--- src/rtl/alsaqr_rst_sequencer_if.sv ---
// Reset-sequencer signal bundle: board/JTAG/lock inputs
// toward the sequencer, SoC reset and status back out.
interface alsaqr_rst_sequencer_if;
  logic       pad_reset;
  logic       jtag_trst_n;
  logic       locked;
  logic       rst_n;
  logic [1:0] state;
  logic [7:0] reset_count;

  modport master (
    output pad_reset,
    output jtag_trst_n,
    output locked,
    input  rst_n,
    input  state,
    input  reset_count
  );

  modport slave (
    input  pad_reset,
    input  jtag_trst_n,
    input  locked,
    output rst_n,
    output state,
    output reset_count
  );
endinterface

--- src/rtl/alsaqr_rst_sequencer.sv ---
// SoC reset sequencer: synchronises board/JTAG/lock inputs,
// debounces the reset request and holds reset after lock.
module alsaqr_rst_sequencer_core #(
  parameter int SyncStages     = 2,
  parameter int DebounceCycles = 16,
  parameter int HoldCycles     = 64
) (
  input logic                  clk_i,
  input logic                  rst_ni,
  alsaqr_rst_sequencer_if.slave bus
);
  localparam int DbW   = $clog2(DebounceCycles + 1);
  localparam int HoldW = $clog2(HoldCycles + 1);

  typedef enum logic [1:0] {
    WAIT_LOCK = 2'd0,
    HOLD      = 2'd1,
    RUN       = 2'd2
  } state_e;

  logic [SyncStages-1:0] pad_q, trst_q, lock_q;
  logic pad_s, trst_s, lock_s, req_s;
  logic req_db_q, req_db_d;
  logic [DbW-1:0] db_cnt_q, db_cnt_d;
  logic [HoldW-1:0] hold_cnt_q, hold_cnt_d;
  logic [7:0] cnt_q, cnt_d;
  logic rst_q, abort;
  state_e state_q, state_d;

  assign pad_s  = pad_q[SyncStages-1];
  assign trst_s = trst_q[SyncStages-1];
  assign lock_s = lock_q[SyncStages-1];
  assign req_s  = pad_s | ~trst_s;
  assign abort  = req_db_q | ~lock_s;

  always_comb begin
    req_db_d = req_db_q;
    db_cnt_d = '0;
    if (req_s != req_db_q) begin
      if (db_cnt_q == DbW'(DebounceCycles - 1)) begin
        req_db_d = req_s;
      end else begin
        db_cnt_d = db_cnt_q + 1'b1;
      end
    end
  end

  // Abort outranks the HOLD->RUN step so a late loss never releases reset.
  always_comb begin
    state_d    = state_q;
    hold_cnt_d = hold_cnt_q;
    cnt_d      = cnt_q;
    unique case (state_q)
      WAIT_LOCK: begin
        if (!abort) begin
          state_d    = HOLD;
          hold_cnt_d = '0;
        end
      end
      HOLD: begin
        hold_cnt_d = hold_cnt_q + 1'b1;
        if (abort) begin
          state_d = WAIT_LOCK;
        end else if (hold_cnt_q == HoldW'(HoldCycles - 1)) begin
          state_d = RUN;
        end
      end
      RUN: begin
        if (abort) begin
          state_d = WAIT_LOCK;
          if (cnt_q != 8'hff) begin
            cnt_d = cnt_q + 8'd1;
          end
        end
      end
      default: state_d = WAIT_LOCK;
    endcase
  end

  always_ff @(posedge clk_i) begin
    if (!rst_ni) begin
      pad_q      <= '1;
      trst_q     <= '0;
      lock_q     <= '0;
      req_db_q   <= 1'b1;
      db_cnt_q   <= '0;
      hold_cnt_q <= '0;
      cnt_q      <= '0;
      state_q    <= WAIT_LOCK;
      rst_q      <= 1'b0;
    end else begin
      pad_q      <= {pad_q[SyncStages-2:0], bus.pad_reset};
      trst_q     <= {trst_q[SyncStages-2:0], bus.jtag_trst_n};
      lock_q     <= {lock_q[SyncStages-2:0], bus.locked};
      req_db_q   <= req_db_d;
      db_cnt_q   <= db_cnt_d;
      hold_cnt_q <= hold_cnt_d;
      cnt_q      <= cnt_d;
      state_q    <= state_d;
      rst_q      <= (state_d == RUN);
    end
  end

  assign bus.rst_n       = rst_q;
  assign bus.state       = state_q;
  assign bus.reset_count = cnt_q;
endmodule

module alsaqr_rst_sequencer #(
  parameter int SyncStages     = 2,
  parameter int DebounceCycles = 16,
  parameter int HoldCycles     = 64
) (
  input  logic       clk_i,
  input  logic       rst_ni,
  input  logic       pad_reset_i,
  input  logic       jtag_trst_ni,
  input  logic       locked_i,
  output logic       rst_no,
  output logic [1:0] state_o,
  output logic [7:0] reset_count_o
);
  alsaqr_rst_sequencer_if bus ();

  assign bus.pad_reset   = pad_reset_i;
  assign bus.jtag_trst_n = jtag_trst_ni;
  assign bus.locked      = locked_i;
  assign rst_no          = bus.rst_n;
  assign state_o         = bus.state;
  assign reset_count_o   = bus.reset_count;

  alsaqr_rst_sequencer_core #(
    .SyncStages    (SyncStages),
    .DebounceCycles(DebounceCycles),
    .HoldCycles    (HoldCycles)
  ) i_core (
    .clk_i(clk_i),
    .rst_ni(rst_ni),
    .bus  (bus)
  );
endmodule

--- config.mk ---
export PLATFORM = sky130hd
export DESIGN_NAME = alsaqr_rst_sequencer
export DESIGN_NICKNAME = d
export VERILOG_FILES = /design/src/rtl/alsaqr_rst_sequencer_if.sv /design/src/rtl/alsaqr_rst_sequencer.sv
export SDC_FILE = /design/constraint.sdc
export NUM_CORES = 1
export LEC_CHECK = 0
export CORE_MARGIN = 2
export CORE_UTILIZATION = 57
export DETAILED_ROUTE_END_ITERATION = 12
export PLACE_DENSITY = 0.9
export SLEW_MARGIN = 10
export SYNTH_ARGS = -nofsm -noshare
export SYNTH_HDL_FRONTEND = slang
export SYNTH_SLANG_ARGS = --single-unit
--- constraint.sdc ---
create_clock -name clk_i -period 2.35 [get_ports clk_i]
set_input_delay 0.5875 -clock clk_i [delete_from_list [all_inputs] [get_ports clk_i]]
set_output_delay 0.5875 -clock clk_i [all_outputs]
set_load 0.03 [all_outputs]
* Word level (Yosys, flattened, before mapping)
Index checks and enable logic that the tools add are counted.
** Word-level totals
- Bits of input ports :: 5
- Register bits :: 30
- Output and inout port bits :: 11
- Logic and storage cells :: 39
** Cells by class
- Equal/unequal tests :: 8
- Reductions and logical operators :: 6
- Bitwise logic cells :: 6
- Add/subtract/negate cells :: 3
- Mux-type cells :: 7
** Operators by type and width (count)
- one-hot mux 7 bit (2 select lines) :: 1
- adder 8 x 1 -> 8 bit (second input constant) :: 1
- two-way mux 2 bit :: 4
- inequality test 8 bit (second input constant) :: 1
- adder 7 x 1 -> 7 bit (second input constant) :: 1
- equality test 7 x 6 -> 1 bit (second input constant) :: 1
- two-way mux 7 bit :: 1
- one-hot mux 2 bit (3 select lines) :: 1
- adder 5 x 1 -> 5 bit (second input constant) :: 1
- equality test 5 x 4 -> 1 bit (second input constant) :: 1
- equality test 2 bit (second input constant) :: 2
- inverter 1 bit :: 4
- AND reduction 2 bit :: 2
- AND reduction 3 bit :: 1
- OR reduction 3 bit :: 1
- equality test 2 x 1 -> 1 bit (second input constant) :: 1
- zero test 2 bit :: 1
- inequality test 2 bit (second input constant) :: 1
- OR 1 bit :: 2
- nonzero test 2 bit :: 1
- inequality test 1 bit :: 1

* Logic depth before layout (Yosys ltp)
Gate-level depths: netlist of the first run.
- Depth in word-level cells :: 5
- Mapped depth :: 6
- Mapped depth without buffers :: 6

* Worst setup path before layout of the first run
No wires, ideal clock.
- Path kind :: reg2reg
- From :: register i_core.state_q[1], in the netlist i_core.bus.state[1]
- To :: register i_core.cnt_q[3], in the netlist i_core.bus.reset_count[3]
- Required time :: 2279 ps
- Arrival time :: 1483 ps
- Stages on the path, launching flop included :: 5
- Path buffers :: 0
- Setup slack :: 797 ps
- Period minus slack after synthesis :: 1553 ps
- Library setup time :: 71 ps
- Path through :: dfxtp_1 -> nor2b_4 -> nand2_2 -> or4_1 -> a21oi_1
** On the way
- Cells in the longest elaborated chain, start to end :: 2
** Ends and longest elaborated chain
- start: declaration :: RTL line alsaqr_rst_sequencer.sv:28 : state_e state_q, state_d;
- start signal: assignment :: RTL line alsaqr_rst_sequencer.sv:99 : state_q <= state_d;
- equality test 2 bit :: RTL line alsaqr_rst_sequencer.sv:53 : unique case (state_q)
- AND reduction 3 bit (no source line)
- end signal: assignment :: RTL line alsaqr_rst_sequencer.sv:98 : cnt_q <= cnt_d;
- end: declaration :: RTL line alsaqr_rst_sequencer.sv:26 : logic [7:0] cnt_q, cnt_d;
No other way between the ends.
A chain may end at the register's enable or synchronous reset.

* Worst setup path after layout of the first run
- From :: register i_core.state_q[0], in the netlist i_core.bus.state[0]
- To :: output state_o[0]
** RTL lines
- end: declaration :: RTL line alsaqr_rst_sequencer.sv:120 : output logic [1:0] state_o,
No word-level cell between the ends.

==> impl_metrics.sql, run 1 <==
INSERT INTO impl_metrics (metric_group, metric, value, unit) VALUES
('power_and_ir_drop', 'power.clock.fraction', '37.4', '%'),
('logic_synthesis', 'yosys-top-cells-area', 'sky130_fd_sc_hd__dfxtp_1 (48%), sky130_fd_sc_hd__a21oi_1 (5.6%), sky130_fd_sc_hd__ha_1 (4.0%), sky130_fd_sc_hd__nor2_1 (3.9%), sky130_fd_sc_hd__nand2_1 (3.0%)', ''),
('critical_path', 'slowest_delay', '0.75', 'ns'),
('sta', 'timing.final.max_slew_violations', '0', ''),
('detailed_routing', 'post_drt_via_cell_ratio', '5.40', ''),
('power_and_ir_drop', 'p_sw', '184', 'uW'),
('logic_synthesis', 'yosysTopAreaCell', 'sky130_fd_sc_hd__dfxtp_1', ''),
('cts', 'tritoncts_clock_tree', 'yes', ''),
('logic_synthesis', 'mean_post_synth_cell_area', '8.88', 'um^2'),
('power_and_ir_drop', 'finalPower', '852', 'uW'),
('detailed_routing', 'wire_per_inst', '12.0', 'um'),
('power_and_ir_drop', 'power_switching_share', '21.6', '%'),
('logic_synthesis', 'muxShareOfSynthArea', '0.805', '%'),
('sta', 'timing.final.setup_violations', '0', ''),
('sta', 'fin_worst_skew', '0.00972', 'ns'),
('power_and_ir_drop', 'max-vdd-ir-drop', '0.000475', 'V'),
('grt', 'grt_start_max_net_pins', '14', ''),
('logic_synthesis', 'synthAdderAreaFrac', '4.02', '%'),
('finish', 'mostFrequentLayoutCells', 'sky130_fd_sc_hd__dfxtp_1 (30), sky130_fd_sc_hd__clkdlybuf4s50_1 (15), sky130_fd_sc_hd__a21oi_1 (14)', ''),
('sta', 'tightest_slew', '0.438', 'ns'),
('sta', 'fmax', '451', 'MHz'),
('detailed_routing', 'route.detailed.drc', '0', ''),
('floorplan', 'ioPinCount', '16', ''),
('logic_synthesis', 'synth-async-reset-ratio', '0', '%'),
('floorplan', 'start_util', '62.1', '%'),
('placed_design', 'detailedPlace.worstSlack', '0.402', 'ns'),
('sta', 'setup-tns-final', '0', 'ns'),
('detailed_routing', 'vias', '1016', ''),
('cts', 'cts_resized', '0', ''),
('finish', 'fraction_of_final_layout_cells_with_drive_strength_greater_than_1', '6.83', '%'),
('critical_path', 'category_of_cells_accounting_for_the_largest_share_of_critical_path_delay', 'buffers and inverters', ''),
('sta', 'final.setup.worst_slack', '0.133', 'ns'),
('critical_path', 'worst-path-stages', '1', ''),
('logic_synthesis', 'post_synth_inst_count', '140', ''),
('power_and_ir_drop', 'p_comb_share', '2.2', '%'),
('floorplan', 'number_of_placement_rows', '16', ''),
('placed_design', 'place_hpwl', '1.63', 'mm'),
('cts', 'post-cts-setup-buffers', '0', ''),
('critical_path', 'worst_setup_path_start_kind', 'register', ''),
('power_and_ir_drop', 'leakagePower', '0.502', 'nW'),
('logic_synthesis', 'synth_compound_gate_area_share', '14.2', '%'),
('logic_synthesis', 'post_synth_edffs', '0', ''),
('placed_design', 'gp_routability_congestion', '0.739', ''),
('critical_path', 'critPathRequiredTime', '1.76', 'ns'),
('grt', 'wire_length_of_the_first_global_routing_pass', '3.93', 'mm'),
('cts', 'clockBufferDepth', '2', ''),
('cts', 'cts_num_sinks', '30', ''),
('run', 'drv.max_cap_violation_count', '0', ''),
('floorplan', 'core_area', '0.00200', 'mm^2'),
('hold_path', 'min_delay_path_depth', '1', ''),
('finish', 'num_antenna_cells', '0', ''),
('grt', 'vias_in_the_first_global_route', '974', ''),
('cts', 'cts_htree_levels', '2', ''),
('sta', 'setup_repair_after_global_routing_missed_its_margin', 'no', ''),
('logic_synthesis', 'postSynthRegisterBits', '30', ''),
('logic_synthesis', 'synth_warnings', '0', ''),
('sta', 'finalCritPeriodShare', '94.3', '%'),
('outcome', 'run_status', 'finished clean', ''),
('cts', 'clock_tree.root_cell', 'sky130_fd_sc_hd__clkbuf_4', ''),
('placed_design', 'placedCellCount', '180', ''),
('placed_design', 'port_buffers', '15', ''),
('cts', 'hold_buffers', '0', ''),
('critical_path', 'worst_ep_arrival_time', '1.63', 'ns'),
('finish', 'layout_commonest_cell', 'sky130_fd_sc_hd__dfxtp_1', ''),
('logic_synthesis', 'synth_flop_cell', 'sky130_fd_sc_hd__dfxtp_1', ''),
('detailed_routing', 'drt_iter0_drc', '8', ''),
('grt', 'antenna_found_initial', '0', ''),
('critical_path', 'r2r_cells', '5', ''),
('critical_path', 'crit_chain', 'clkdlybuf4s50_1', ''),
('finish', 'fin_nets', '169', ''),
('finish', 'area_growth_from_synthesis_to_layout', '19.2', '%');
## metal layers
layer  global-route usage, %  share of wire, %
met5                       0                 0
met4                    12.2               2.1
met3                    5.36               3.2
met2                    36.8                50
met1                    22.3                45
## synthesized netlist by cell type, types with 2 or more instances
| master | number |
|---|---|
| sky130_fd_sc_hd__and2_1 | 5 |
| sky130_fd_sc_hd__nand3_1 | 6 |
| sky130_fd_sc_hd__or3b_1 | 2 |
| sky130_fd_sc_hd__o21ai_0 | 6 |
| sky130_fd_sc_hd__nor2b_1 | 4 |
| sky130_fd_sc_hd__nor4_1 | 3 |
| sky130_fd_sc_hd__a211oi_1 | 2 |
| sky130_fd_sc_hd__nand2b_1 | 6 |
| sky130_fd_sc_hd__o21ai_1 | 2 |
| sky130_fd_sc_hd__a21oi_1 | 14 |
| sky130_fd_sc_hd__clkbuf_1 | 2 |
| sky130_fd_sc_hd__or3_1 | 6 |
| sky130_fd_sc_hd__ha_1 | 4 |
| sky130_fd_sc_hd__inv_1 | 5 |
| sky130_fd_sc_hd__o31ai_1 | 2 |
| sky130_fd_sc_hd__xor2_1 | 3 |
| sky130_fd_sc_hd__nand2_1 | 10 |
| sky130_fd_sc_hd__dfxtp_1 | 30 |
| sky130_fd_sc_hd__nor2_1 | 13 |
## cells by family (layout without fill, tap and decap cells)
logic type                 count (synthesis)  after routing
and+or+nand+nor                           62             62
adders and majority gates                  4              4
xor gates and xnor gates                   4              4
buffers and inverters                      8             29
AOI/OAI and AO/OA                         31             31
DFF                                       30             30
muxes                                      1              1
## final cells by class
| type | instances | area share (%) |
|---|---|---|
| clock buffer | 7 | 3.71 |
| clock inverter | 1 | 0.338 |
| inverter | 5 | 1.27 |
| multi-input combinational | 102 | 41.3 |
| sequential | 30 | 40.5 |
| tap | 27 | 2.28 |
| timing repair buffer | 16 | 10.6 |
## flip-flops by register name (all words and copies together), names as in the netlist
signal,cells
i_core.db_cnt_q,5
i_core.bus.state,2
i_core.req_db_q,1
i_core.hold_cnt_q,7
i_core.bus.reset_count,8
i_core.lock_q,2
i_core.trst_q,2
i_core.bus.rst_n,1
i_core.pad_q,2
## through the flow
step           hold slack (ns)  area (um^2)
6_report                 0.416         1480
5_1_grt                  0.429         1480
4_1_cts                  0.419         1480
3_5_place_dp             0.397         1420
3_3_place_gp             0.389         1420
2_1_floorplan            0.386         1240
## path summary, 6_finish.rpt
check                      startpoint            endpoint  slack [ns]
setup / recovery  i_core.bus.state[0]          state_o[0]        0.13
setup reg to reg   i_core.db_cnt_q[0]  i_core.db_cnt_q[3]        0.78
hold / removal        i_core.pad_q[0]     i_core.pad_q[1]        0.42
hold reg to reg       i_core.pad_q[0]     i_core.pad_q[1]        0.42
## power by group through the flow
stage,clock network [mW],registers (mW),logic (mW)
final,0.319,0.514,0.0186
after global routing,0.344,0.515,0.0211
after CTS,0.327,0.514,0.0190
after detailed placement,0,0.526,0.0189
after global placement,0,0.526,0.0184
after floorplan,0,0.525,0.00883
Note: power is estimated with default switching activity, not from simulation.
==> inputs of run 2 (changes only) <==
Settings changed: CORE_MARGIN 2 to unset.
==> run 2 against run 1 <==
Wire length increased by 2.8%; cell count unchanged; non-clock buffer count unchanged; first-iteration DRC count grew 140%; die area decreased by 7.7%; critical path depth unchanged; utilization did not move; combinational power increased by 2%; critical path type unchanged; largest cell class unchanged; highest routed layer unchanged.
==> impl_metrics.sql, run 2 (synthesized netlist as in run 1, its figures left out) <==
INSERT INTO impl_metrics (metric_group, metric, value, unit) VALUES
('sta', 'setup_repair_after_global_routing_missed_its_margin', 'no', ''),
('sta', 'period_needed', '2.23', 'ns'),
('hold_path', 'min_delay_path_depth', '1', ''),
('sta', 'setup-tns-final', '0', 'ns'),
('power_and_ir_drop', 'internal_power', '668', 'uW'),
('power_and_ir_drop', 'power.density_cell_area', '570', 'mW/mm^2'),
('detailed_routing', 'wire_per_inst', '12.3', 'um'),
('hold_path', 'min_delay_worst_endpoint', 'i_core.pad_q[1]', ''),
('power_and_ir_drop', 'finalPower', '845', 'uW'),
('detailed_routing', 'drt_first_pass_iters', '4', ''),
('floorplan', 'chipHeight', '48.7', 'um'),
('placed_design', 'port_buffers', '15', ''),
('critical_path', 'worstPathMaxFanout', '11', ''),
('cts', 'hold_buffers', '0', ''),
('grt', 'antenna_found_initial', '0', ''),
('sta', 'slew-limit-headroom', '71.3', '%'),
('cts', 'worstSkewPairLatency', '0.32', 'ns'),
('cts', 'clockBufferDepth', '2', ''),
('critical_path', 'worst-r2r-setup-slack', '0.74', 'ns'),
('finish', 'fin_nets', '169', ''),
('cts', 'cts_resized', '0', ''),
('grt', 'wire_length_of_the_first_global_routing_pass', '4.00', 'mm'),
('detailed_routing', 'postRouteWirelength', '2.32', 'mm'),
('sta', 'fin_worst_skew', '0.00797', 'ns'),
('cts', 'post-cts-setup-buffers', '0', ''),
('sta', 'timing.final.setup_violations', '0', ''),
('grt', 'overflow', '0', ''),
('detailed_routing', 'drt_iter0_drc', '19', ''),
('critical_path', 'r2r_cells', '5', ''),
('finish', 'largest_register_ffs', '8', ''),
('sta', 'final-hold-violation-count', '0', ''),
('critical_path', 'timing.setup.critical_path_class', 'register to output pin', ''),
('sta', 'finalCritPeriodShare', '95.1', '%'),
('finish', 'layout_commonest_cell', 'sky130_fd_sc_hd__dfxtp_1', ''),
('finish', 'num_antenna_cells', '0', ''),
('sta', 'tightest_slew', '0.430', 'ns'),
('critical_path', 'slowest_delay', '0.76', 'ns'),
('finish', 'mostFrequentLayoutCells', 'sky130_fd_sc_hd__dfxtp_1 (30), sky130_fd_sc_hd__clkdlybuf4s50_1 (15), sky130_fd_sc_hd__a21oi_1 (14)', ''),
('critical_path', 'worst_setup_path_startpoint', 'i_core.bus.state[0]', ''),
('power_and_ir_drop', 'leakagePower', '0.502', 'nW'),
('finish', 'fraction_of_final_layout_cells_with_drive_strength_greater_than_1', '6.83', '%'),
('power_and_ir_drop', 'p_sw', '177', 'uW'),
('critical_path', 'worst_r2r_startpoint', 'i_core.hold_cnt_q[0]', ''),
('floorplan', 'die_area', '0.00237', 'mm^2'),
('floorplan', 'ioPinCount', '16', ''),
('cts', 'cts_num_sinks', '30', ''),
('finish', 'final_design_area_no_fill', '0.00148', 'mm^2'),
('outcome', 'run_status', 'finished clean', ''),
('power_and_ir_drop', 'power_switching_share', '21.0', '%'),
('floorplan', 'core_area', '0.00200', 'mm^2'),
('cts', 'clock_tree.root_cell', 'sky130_fd_sc_hd__clkbuf_4', ''),
('critical_path', 'reg2reg_to', 'i_core.bus.state[1]', ''),
('placed_design', 'gp_routability_congestion', '0.750', ''),
('floorplan', 'start_util', '62.1', '%'),
('power_and_ir_drop', 'seqPwrFrac', '60.8', '%'),
('power_and_ir_drop', 'power.clock.fraction', '36.9', '%'),
('critical_path', 'category_of_cells_accounting_for_the_largest_share_of_critical_path_delay', 'buffers and inverters', ''),
('floorplan', 'die_width', '48.7', 'um'),
('placed_design', 'place_hpwl', '1.67', 'mm'),
('sta', 'timing.final.max_slew_violations', '0', ''),
('critical_path', 'critPathCaptureType', 'output pin', ''),
('critical_path', 'worst_setup_path_start_kind', 'register', ''),
('detailed_routing', 'route.detailed.drc', '0', ''),
('cts', 'cts_htree_levels', '2', ''),
('hold_path', 'min_path_type', 'register to register', ''),
('finish', 'area_growth_from_synthesis_to_layout', '19.2', '%'),
('detailed_routing', 'postRouteAntennaNets', '0', ''),
('run', 'drv.max_cap_violation_count', '0', ''),
('critical_path', 'critPathRequiredTime', '1.76', 'ns'),
('critical_path', 'worst_ep_arrival_time', '1.65', 'ns'),
('cts', 'cts_inserted_buffers', '5', ''),
('hold_path', 'timing.hold.worst.start', 'i_core.pad_q[0]', ''),
('grt', 'groute.usage.overall', '23.0', '%'),
('grt', 'grt_start_max_net_pins', '14', ''),
('critical_path', 'cp_num_buf_inv', '1', ''),
('critical_path', 'crit_chain', 'clkdlybuf4s50_1', ''),
('power_and_ir_drop', 'p_comb_share', '2.2', '%'),
('grt', 'vias_in_the_first_global_route', '938', ''),
('critical_path', 'slowest_stage', 'sky130_fd_sc_hd__clkdlybuf4s50_1', ''),
('detailed_routing', 'post_drt_via_cell_ratio', '5.54', ''),
('floorplan', 'number_of_placement_rows', '16', ''),
('cts', 'path_clk_slew', '0.09', 'ns'),
('detailed_routing', 'vias', '1041', ''),
('sta', 'fmax', '448', 'MHz'),
('power_and_ir_drop', 'max-vdd-ir-drop', '0.000467', 'V'),
('placed_design', 'place_area', '0.00142', 'mm^2'),
('cts', 'tritoncts_clock_tree', 'yes', '');
[run 2: cell counts in the layout (fill, tap and decap cells not counted)]
Identical to the previous run, type by type.
[run 2: how the worst max path moves through the flow]
| stage | slack, ns | endpoint | cells past startpoint |
|---|---|---|---|
| after floorplan | 0.80 | i_core.bus.reset_count[3] | 4 |
| after global placement | 0.47 | i_core.db_cnt_q[3] | 4 |
| after detailed placement | 0.39 | i_core.db_cnt_q[3] | 4 |
| after CTS | 0.12 | state_o[0] | 1 |
| after global routing | 0.06 | state_o[0] | 1 |
| final | 0.12 | state_o[0] | 1 |
[run 2: routing by layer]
layer / GRT usage (%) / wire length, um
met1: 24.7 / 987
met2: 38.7 / 1170
met3: 9.43 / 112
met4: 11.8 / 53
met5: 0 / 0
[run 2: final cells by class]
cell class | instances | area, um^2
inverter | 5 | 18.8
sequential | 30 | 601
timing repair buffer | 16 | 158
clock buffer | 7 | 55.1
tap | 27 | 33.8
clock inverter | 1 | 5.00
multi-input combinational | 102 | 612
fill | 154 | 519
[run 2: power groups by stage]
stage	registers (mW)	logic (mW)	clock network [mW]
after global routing	0.515	0.0210	0.345
after global placement	0.526	0.0182	0
final	0.514	0.0190	0.312
after floorplan	0.525	0.00883	0
after detailed placement	0.526	0.0192	0
after CTS	0.514	0.0193	0.321
[run 2: through the flow]
step	util, %	worst slack (ns)	cells	hold WS [ns]
floorplan	-	0.797	140	0.386
global placement	71.1	0.469	180	0.389
detailed placement	71.1	0.388	180	0.423
CTS	74.1	0.121	188	0.442
global route	74.1	0.0595	188	0.450
finish	74.1	0.116	188	0.438
